## src/rtl/idct1d_seq.sv

```systemverilog
// idct1d_seq: 8-point 1-D inverse DCT (orthonormal DCT-III) computed sequentially.
// Each cycle one coefficient Xk is multiplied by the four weights W[0..3][k]. Each
// product is added into acc[n]. It is also added into or subtracted from acc[7-n],
// using the symmetry W[7-n][k] = (-1)^k * W[n][k].
// The engine handles one vector at a time: accept, 8 CALC edges, 1 ROUND edge, then
// it holds the result until downstream accepts it.
module idct1d_seq #(
  parameter int N    = 16,
  parameter int FRAC = 12
) (
  input  logic           clk,
  input  logic           reset,
  input  logic           in_valid,
  output logic           in_ready,
  input  logic [8*N-1:0] data_in,
  output logic           out_valid,
  input  logic           out_ready,
  output logic [8*N-1:0] data_out,
  output logic           busy
);

  localparam int PW = N + FRAC + 1;  // product width
  localparam int AW = N + FRAC + 4;  // accumulator width

  localparam logic signed [AW-1:0] HALF = AW'(1) <<< (FRAC - 1);
  localparam logic signed [AW-1:0] MAXV = AW'(2 ** (N - 1) - 1);
  localparam logic signed [AW-1:0] MINV = -MAXV - AW'(1);

  // Cosine weights for rows n=0..3 at 12 fractional bits. Rows 4..7 follow by symmetry.
  localparam int W12 [4][8] = '{
    '{1448,  2009,  1892,  1703,  1448,  1138,   784,   400},
    '{1448,  1703,   784,  -400, -1448, -2009, -1892, -1138},
    '{1448,  1138,  -784, -2009, -1448,   400,  1892,  1703},
    '{1448,   400, -1892, -1138,  1448,  1703,  -784, -2009}
  };

  typedef enum logic [1:0] {IDLE, CALC, ROUND, DONE} state_t;

  // Rescales the 12-bit table to FRAC bits, rounding half away from zero.
  // When FRAC is 12 this returns the table entry unchanged.
  function automatic logic signed [FRAC:0] weight(input int n, input logic [2:0] k);
    int w;
    int s;
    w = W12[n][k];
    s = (w * (1 << FRAC) + ((w < 0) ? -2048 : 2048)) / 4096;
    return (FRAC + 1)'(s);
  endfunction

  // Rounds half up, shifts back to integer scale, and clamps to the N-bit signed range.
  function automatic logic signed [N-1:0] sat_round(input logic signed [AW-1:0] a);
    logic signed [AW-1:0] t;
    t = (a + HALF) >>> FRAC;
    if (t > MAXV)      return MAXV[N-1:0];
    else if (t < MINV) return MINV[N-1:0];
    else               return t[N-1:0];
  endfunction

  state_t               state_q, state_d;
  logic [2:0]           k_q, k_d;
  logic [8*N-1:0]       coef_q, coef_d;
  logic signed [AW-1:0] acc_q [8];
  logic signed [AW-1:0] acc_d [8];
  logic [8*N-1:0]       dout_q, dout_d;

  logic signed [N-1:0]  x_sel;
  logic signed [PW-1:0] prod  [4];
  logic signed [N-1:0]  y_rnd [8];

  // The current coefficient Xk, where X0 is in the most significant slot.
  assign x_sel = signed'(coef_q[(7 - int'(k_q))*N +: N]);

  genvar gi;
  generate
    for (gi = 0; gi < 4; gi++) begin : g_mul
      logic signed [FRAC:0] w_sel;
      assign w_sel    = weight(gi, k_q);
      assign prod[gi] = PW'(x_sel) * PW'(w_sel);
    end
    for (gi = 0; gi < 8; gi++) begin : g_rnd
      assign y_rnd[gi] = sat_round(acc_q[gi]);
    end
  endgenerate

  // State and datapath registers; reset clears every register.
  always_ff @(posedge clk or posedge reset) begin
    if (reset) begin
      state_q <= IDLE;
      k_q     <= '0;
      coef_q  <= '0;
      dout_q  <= '0;
      for (int i = 0; i < 8; i++) acc_q[i] <= '0;
    end else begin
      state_q <= state_d;
      k_q     <= k_d;
      coef_q  <= coef_d;
      dout_q  <= dout_d;
      for (int i = 0; i < 8; i++) acc_q[i] <= acc_d[i];
    end
  end

  // Next-state logic, datapath updates and handshake outputs.
  always_comb begin
    state_d   = state_q;
    k_d       = k_q;
    coef_d    = coef_q;
    acc_d     = acc_q;
    dout_d    = dout_q;
    in_ready  = 1'b0;
    out_valid = 1'b0;
    busy      = 1'b0;
    unique case (state_q)
      IDLE: begin
        in_ready = 1'b1;
        if (in_valid) begin
          coef_d = data_in;
          for (int i = 0; i < 8; i++) acc_d[i] = '0;
          k_d     = '0;
          state_d = CALC;
        end
      end
      CALC: begin
        busy = 1'b1;
        for (int i = 0; i < 4; i++) begin
          acc_d[i] = acc_q[i] + AW'(prod[i]);
          if (k_q[0]) acc_d[7-i] = acc_q[7-i] - AW'(prod[i]);
          else        acc_d[7-i] = acc_q[7-i] + AW'(prod[i]);
        end
        k_d = k_q + 3'd1;
        if (k_q == 3'd7) state_d = ROUND;
      end
      ROUND: begin
        busy = 1'b1;
        for (int i = 0; i < 8; i++) dout_d[(7-i)*N +: N] = y_rnd[i];
        state_d = DONE;
      end
      DONE: begin
        out_valid = 1'b1;
        if (out_ready) state_d = IDLE;
      end
      default: state_d = IDLE;
    endcase
  end

  assign data_out = dout_q;

endmodule

```

## config.mk

```make
export PLATFORM = sky130hd
export DESIGN_NAME = idct1d_seq
export DESIGN_NICKNAME = d
export VERILOG_FILES = /design/src/rtl/idct1d_seq.sv
export SDC_FILE = /design/constraint.sdc
export NUM_CORES = 2
export LEC_CHECK = 0
export CELL_PAD_IN_SITES_DETAIL_PLACEMENT = 0
export CELL_PAD_IN_SITES_GLOBAL_PLACEMENT = 1
export CORE_MARGIN = 1.5
export CORE_UTILIZATION = 30
export CTS_CLUSTER_DIAMETER = 200
export DETAILED_ROUTE_END_ITERATION = 10
export GPL_TIMING_DRIVEN = 1
export PLACE_DENSITY_LB_ADDON = 0.1
export SLEW_MARGIN = 30
export SYNTH_ARGS = -nofsm -noshare
export SYNTH_HDL_FRONTEND = slang
export SYNTH_SLANG_ARGS = --single-unit
```

## constraint.sdc

```tcl
create_clock -name clk -period 23 [get_ports clk]
set_input_delay 2.3 -clock clk [delete_from_list [all_inputs] [get_ports clk]]
set_output_delay 2.3 -clock clk [all_outputs]
set_load 0.02 [all_outputs]
```

Yosys cells after proc, flatten, opt, wreduce, memory -nomap -nowiden
Memory sizes are Yosys's and may differ from the RTL's.
Cells that the tools add are included.
{"block": "word_totals", "register_bits": 517, "latch_bits": 0, "mem_bits_rw": 0, "romBits": 1024, "inputBits": 132, "n_memories": 4}
{"name": "(name not given)", "words": 8, "word_bits": 32, "rd": 1, "rd_ports_with_merged_regs": 0, "write_ports": 0, "line_no": "44", "rtl": "w = W12[n][k];"}
{"name": "(name not given)", "words": 8, "word_bits": 32, "rd": 1, "rd_ports_with_merged_regs": 0, "write_ports": 0, "line_no": "44"}
{"name": "(name not given)", "words": 8, "word_bits": 32, "rd": 1, "rd_ports_with_merged_regs": 0, "write_ports": 0, "line_no": "44"}
{"name": "(name not given)", "words": 8, "word_bits": 32, "rd": 1, "rd_ports_with_merged_regs": 0, "write_ports": 0, "line_no": "44"}
{"block": "op_classes", "addsub": 30, "n_mul": 4, "div": 0, "order_cmp": 21, "n_eq_ne": 7, "n_shift": 1, "n_mux": 43, "bitwise_logic": 5, "n_reduce_logical": 10}
{"operator": "$mux 32", "count": 16}
{"operator": "$pmux 256 s2", "count": 1}
{"operator": "$add 32x13->32 const B", "count": 8}
{"operator": "$add 32x29->32", "count": 8}
{"operator": "$mux 16", "count": 16}
{"operator": "$mux 256", "count": 1}
{"operator": "$gt 20x16->1 const B", "count": 8}
{"operator": "$lt 20x16->1 const B", "count": 8}
{"operator": "$add 32x32->32", "count": 4}
{"operator": "$lt 32x1->1 const B", "count": 4}
{"operator": "$shiftx 128x8->16", "count": 1}
{"operator": "$sub 32x29->32", "count": 4}
{"operator": "$mul 16x13->29", "count": 4}
{"operator": "$add 13x1->13", "count": 4}
{"operator": "$reduce_or 12->1", "count": 4}
{"operator": "$pmux 2 s4", "count": 1}
{"operator": "$mux 2", "count": 3}
{"operator": "$ne 2x2->1 const B", "count": 3}
{"operator": "$pmux 3 s2", "count": 1}
{"operator": "$and 1x1->1", "count": 4}
{"operator": "$eq 2x2->1 const B", "count": 2}
{"operator": "$ge 4x4->1 const B", "count": 1}
{"operator": "$not 3->4", "count": 1}
{"operator": "$reduce_and 2->1", "count": 2}
{"operator": "10 further kinds", "count": 12}

Longest topological paths before layout
{"block": "depth", "depth_word": 14, "ltp_mapped": 57, "mapped_depth_nobuf": 52}

Worst setup path after synthesis
No wires, ideal clock.
{"block": "synth_timing", "kind": "flip-flop to flip-flop", "startpoint": "reg k_q[1]", "endpoint": "reg acc_q[63] (netlist name)", "setup_time_ps": 128, "arrival_time_ps": 12279, "t_required_ps": 22872, "setup_slack_ps": 10593, "path_stages_with_launch": 51, "n_path_buf": 4, "synth_period_minus_slack_ps": 12407, "path_cell_list": "dfrtp_1 > clkbuf_1 > inv_1 > clkbuf_1 > ha_1 > inv_1 > o21ai_1 > clkbuf_1 > ha_1 > a31o_2 > a21oi_1 > nor2_1 > o221ai_1 > nor3b_1 > o21ai_0 > xnor2_1 > nor3b_1 > xor2_1 > [... 15 more ...] > a211o_1 > inv_1 > nand2_1 > nor4b_1 > nor2_1 > xnor2_1 > ha_1 > a21oi_1 > nor2b_1 > o21a_1 > or2_2 > nor4_1 > o311ai_0 > a2111oi_0 > nor3_1 > xnor2_1 > a21oi_1 > o22ai_1"}
{"block": "synth_via", "elab_chain_cells": 13, "elab_cells_between_ends": 16}
{"element": "start: declaration", "line_no": "59", "rtl": "logic [2:0] k_q, k_d;"}
{"element": "start signal: assignment", "line_no": "94", "rtl": "k_q <= k_d;"}
{"element": "$not 3->4 (implied by the code)", "line_no": "44"}
{"element": "$mem_v2 8x32"}
{"element": "$mux 32 (implied by the code) (2 in series)", "line_no": "44"}
{"element": "$lt 32x1->1", "line_no": "45", "rtl": "s = (w * (1 << FRAC) + ((w < 0) ? -2048 : 2048)) / 4096;"}
{"element": "$mux 32", "line_no": "45"}
{"element": "$add 32x32->32", "line_no": "45"}
{"element": "$and 1x1->1 (no source line)"}
{"element": "$add 13x1->13 (no source line)"}
{"element": "$mul 16x13->29 (*)", "line_no": "77", "rtl": "assign prod[gi] = PW'(x_sel) * PW'(w_sel);"}
{"element": "$add 32x29->32 or $sub 32x29->32 (tied branches)", "line_no": "126, 125"}
{"element": "$mux 32 (*)", "line_no": "125", "rtl": "if (k_q[0]) acc_d[7-i] = acc_q[7-i] - AW'(prod[i]);"}
{"element": "$pmux 256 s2 (*)", "line_no": "111", "rtl": "unique case (state_q)"}
{"element": "end: declaration", "line_no": "61", "rtl": "logic signed [AW-1:0] acc_q [8];"}
Mark *: on every way between the ends. The rest lies on a longest branch, timed or not. The select of a mux whose other input is x is not followed.
A chain may end at the register's enable or synchronous reset.

Final worst setup path
Ends and elaborated chain as after synthesis.

==> run_results.csv <==
group,metric,value,unit
run_status,status,"finished with violations",
run_status,violations,"DRC",
global_routing,grt_max_degree,106,
finish,nFillCells,23300,
worst_setup_path,worstSetupStartpointType,"flip-flop",
timing,setup_ws,8.72,ns
yosys,ys_ff_latch,517,
worst_setup_path,slowest_delay,0.69,ns
finish,layout_common_cells,"inv_1, nand2_1, fa_1, ha_1, nor2_1",
floorplanning,dieArea,0.229,sq mm
yosys,synth_fp_nets,9163,
clock_network,worstSkewPairLatency,0.73,ns
timing,fin_crit,14.28,ns
route,topRoutingLayerUsed,"met5",
route,vias_per_cell,4.94,
clock_network,clkSinkCount,517,
clock_network,path_clk_slew,0.08,ns
clock_network,cts-buffers-inserted,78,
flow_run,drv_cap,0,
timing,period_share,62.1,%
clock_network,hold_buffers,0,
yosys,yosys_warnings,0,
route,wl_met3,7.06,mm
worst_setup_path,critPathArrivalTime,14.88,ns
placed_design,post-place-ws,8.75,ns
timing,setup_viol,0,
route,drc,22,
yosys,netlist_instances,7688,
global_routing,grt_pass1_wl,337,mm
yosys,synth_ff_type,"dfrtp_1",
global_routing,first_global_vias,56000,
yosys,syn_avg_cell_area,8.82,sq um
floorplanning,die_h,479,um
min_path,hp-class,"flip-flop to flip-flop",
finish,fin_cells,10900,
worst_setup_path,worstSetupPathType,"flip-flop to flip-flop",
route,wire_per_inst,19.6,um
worst_setup_path,critPathMaxFanout,42,
yosys,yosys.area.top_type,"fa_1",
yosys,synth_top_area_share,22.4,%
yosys,ys_seq_area_share,19.1,%
timing,finalClockSkew,0.0399,ns
route,dr.first_iter.drc_count,2728,
placed_design,gp_congestion,0.824,
yosys,synth_cell_types,96,
clock_network,cts_max_level,3,
timing,slew_headroom,29.0,%
worst_setup_path,cp_slowest_cell,"nor4b_1",
worst_setup_path,cp.required,23.60,ns
timing,worst_pin_slew,1.06,ns
placed_design,dpl_cell_area,0.0741,sq mm
yosys,synth_area,0.0678,sq mm
finish,design_area,0.0769,sq mm
floorplanning,start_util,30.2,%
global_routing,antenna_found_initial,5,
placed_design,numPortBuffers,262,
route,ant_nets,0,
timing,rsz0062_at_grt,"no",
route,totalWireLength,214,mm
timing,finalHoldViolCount,0,
timing,timing.fmax,0.0700,GHz
timing,setup-tns-final,0,ns
global_routing,grt_util_all_layers,18.7,%
clock_network,post_cts_buffers,0,
floorplanning,core_area,0.225,sq mm
floorplanning,die_w,479,um
yosys,synthTopCellsByArea,"fa_1, dfrtp_1, ha_1",
finish,final_layout_size_suffix_gt1_share,6.60,%
route,wl_met2,100,mm
clock_network,cts_buffer_depth,3,
route,vias,53800,
global_routing,grt_overflow,0,
yosys,synth_async_sr_flop_share,100,%
finish,area_delta_synth_final,13.3,%
clock_network,cts_resized,0,
timing,slew_violations,0,
route,met1Wirelength,103,mm
finish,final_common_cell,"inv_1",
floorplanning,pin_count,263,
worst_setup_path,endpoint_kind,"flip-flop",
yosys,synth_edf_count,0,
finish,nNetsFinal,9312,
floorplanning,rows,174,
clock_network,cts_tree,"yes",
placed_design,place_hpwl,164,mm
placed_design,placedCellCount,10700,
clock_network,cts-root-buf,"clkbuf_16",
route,firstDrtPassIters,9,
[Yosys cell counts, types with 13 or more instances]
| library cell | count |
|---|---|
| a21boi_0 | 14 |
| a211oi_1 | 31 |
| xor2_1 | 220 |
| and2_1 | 98 |
| mux2i_1 | 13 |
| nor4_1 | 22 |
| mux2_2 | 140 |
| a21oi_1 | 397 |
| nand4_1 | 33 |
| nor2_1 | 543 |
| o21bai_1 | 34 |
| o211ai_1 | 103 |
| buf_1 | 21 |
| a31oi_1 | 64 |
| ha_1 | 585 |
| o21ai_0 | 393 |
| nand2_1 | 955 |
| inv_1 | 958 |
| nor3_1 | 80 |
| nand3_1 | 129 |
| a32o_1 | 14 |
| clkbuf_1 | 276 |
| or2_2 | 34 |
| a211o_1 | 14 |
| or3_1 | 42 |
| o21a_1 | 135 |
| xnor2_1 | 366 |
| dfrtp_1 | 517 |
| mux4_2 | 30 |
| nand2b_1 | 81 |
| and3_1 | 81 |
| a21o_1 | 137 |
| o31ai_1 | 39 |
| fa_1 | 758 |
| nor2b_1 | 77 |
| nor4b_1 | 19 |
| a22o_1 | 20 |
[flip-flops by register name (all words and copies together), names as in the netlist]
register / cells
acc_q: 256
coef_q: 128
data_out: 128
k_q: 3
state_q: 2
[metrics by stage]
stage	hold WS, ns	util [%]
CTS	0.479	34.2
detailed placement	0.468	33.0
floorplan	0.450	-
global route	0.488	34.2
global placement	0.459	32.9
finish	0.473	34.2
[layout make-up]
| class | instances | area, sq um | area share (%) |
|---|---|---|---|
| Clock buffer | 101 | 2160 | 2.81 |
| Antenna cell | 3 | 7.51 | 0.00976 |
| Sequential cell | 517 | 12900 | 16.8 |
| Timing Repair Buffer | 374 | 3490 | 4.54 |
| Tap cell | 2992 | 3740 | 4.87 |
| Clock inverter | 41 | 522 | 0.679 |
| Multi-Input combinational cell | 5904 | 50400 | 65.6 |
| Inverter | 962 | 3620 | 4.71 |
[critical path, delay by kind of cell, from the launching register on]
family	cells	cell delay, ns
buf+inv	10	2.08
compound gates	14	3.28
simple gates	13	3.29
fa+ha+maj	10	4.08
flops	1	0.68
xor+xnor	4	0.73
[cell families (layout without fill, tap and decap cells)]
logic type	Yosys count	count (layout)	synth area share, %
compound gates	1532	1532	14.3
other cells	0	3	0
mux	187	187	3.63
buf+inv	1267	1478	7.05
fa+ha+maj	1343	1343	33.2
flops	517	517	19.1
xor+xnor	587	587	7.60
simple gates	2255	2255	15.2
[worst paths after layout]
check	startpoint	endpoint	slack, ns	cells past startpoint
max in group asynchronous	reset	data_out[126]$_DFFE_PP0P_	17.92	6
min	data_out[21]$_DFFE_PP0P_	data_out[21]$_DFFE_PP0P_	0.47	1
min reg2reg	data_out[21]$_DFFE_PP0P_	data_out[21]$_DFFE_PP0P_	0.47	1
max	k_q[1]$_DFFE_PP0P_	acc_q[63]$_DFFE_PP0P_	8.72	51
min in group asynchronous	reset	acc_q[111]$_DFFE_PP0P_	2.01	2
max reg2reg	k_q[1]$_DFFE_PP0P_	acc_q[63]$_DFFE_PP0P_	8.72	51
[routing by layer]
| metal | vias to the layer above | GRT usage, % |
|---|---|---|
| met4 | 2 | 3.84 |
| met3 | 172 | 2.04 |
| li1 | 25900 | - |
| met5 | - | 0 |
| met1 | 26900 | 26.2 |
| met2 | 772 | 31.1 |
Power is not shown: default switching activity piles up to over one toggle a cycle in this logic, so the estimate is an artifact.
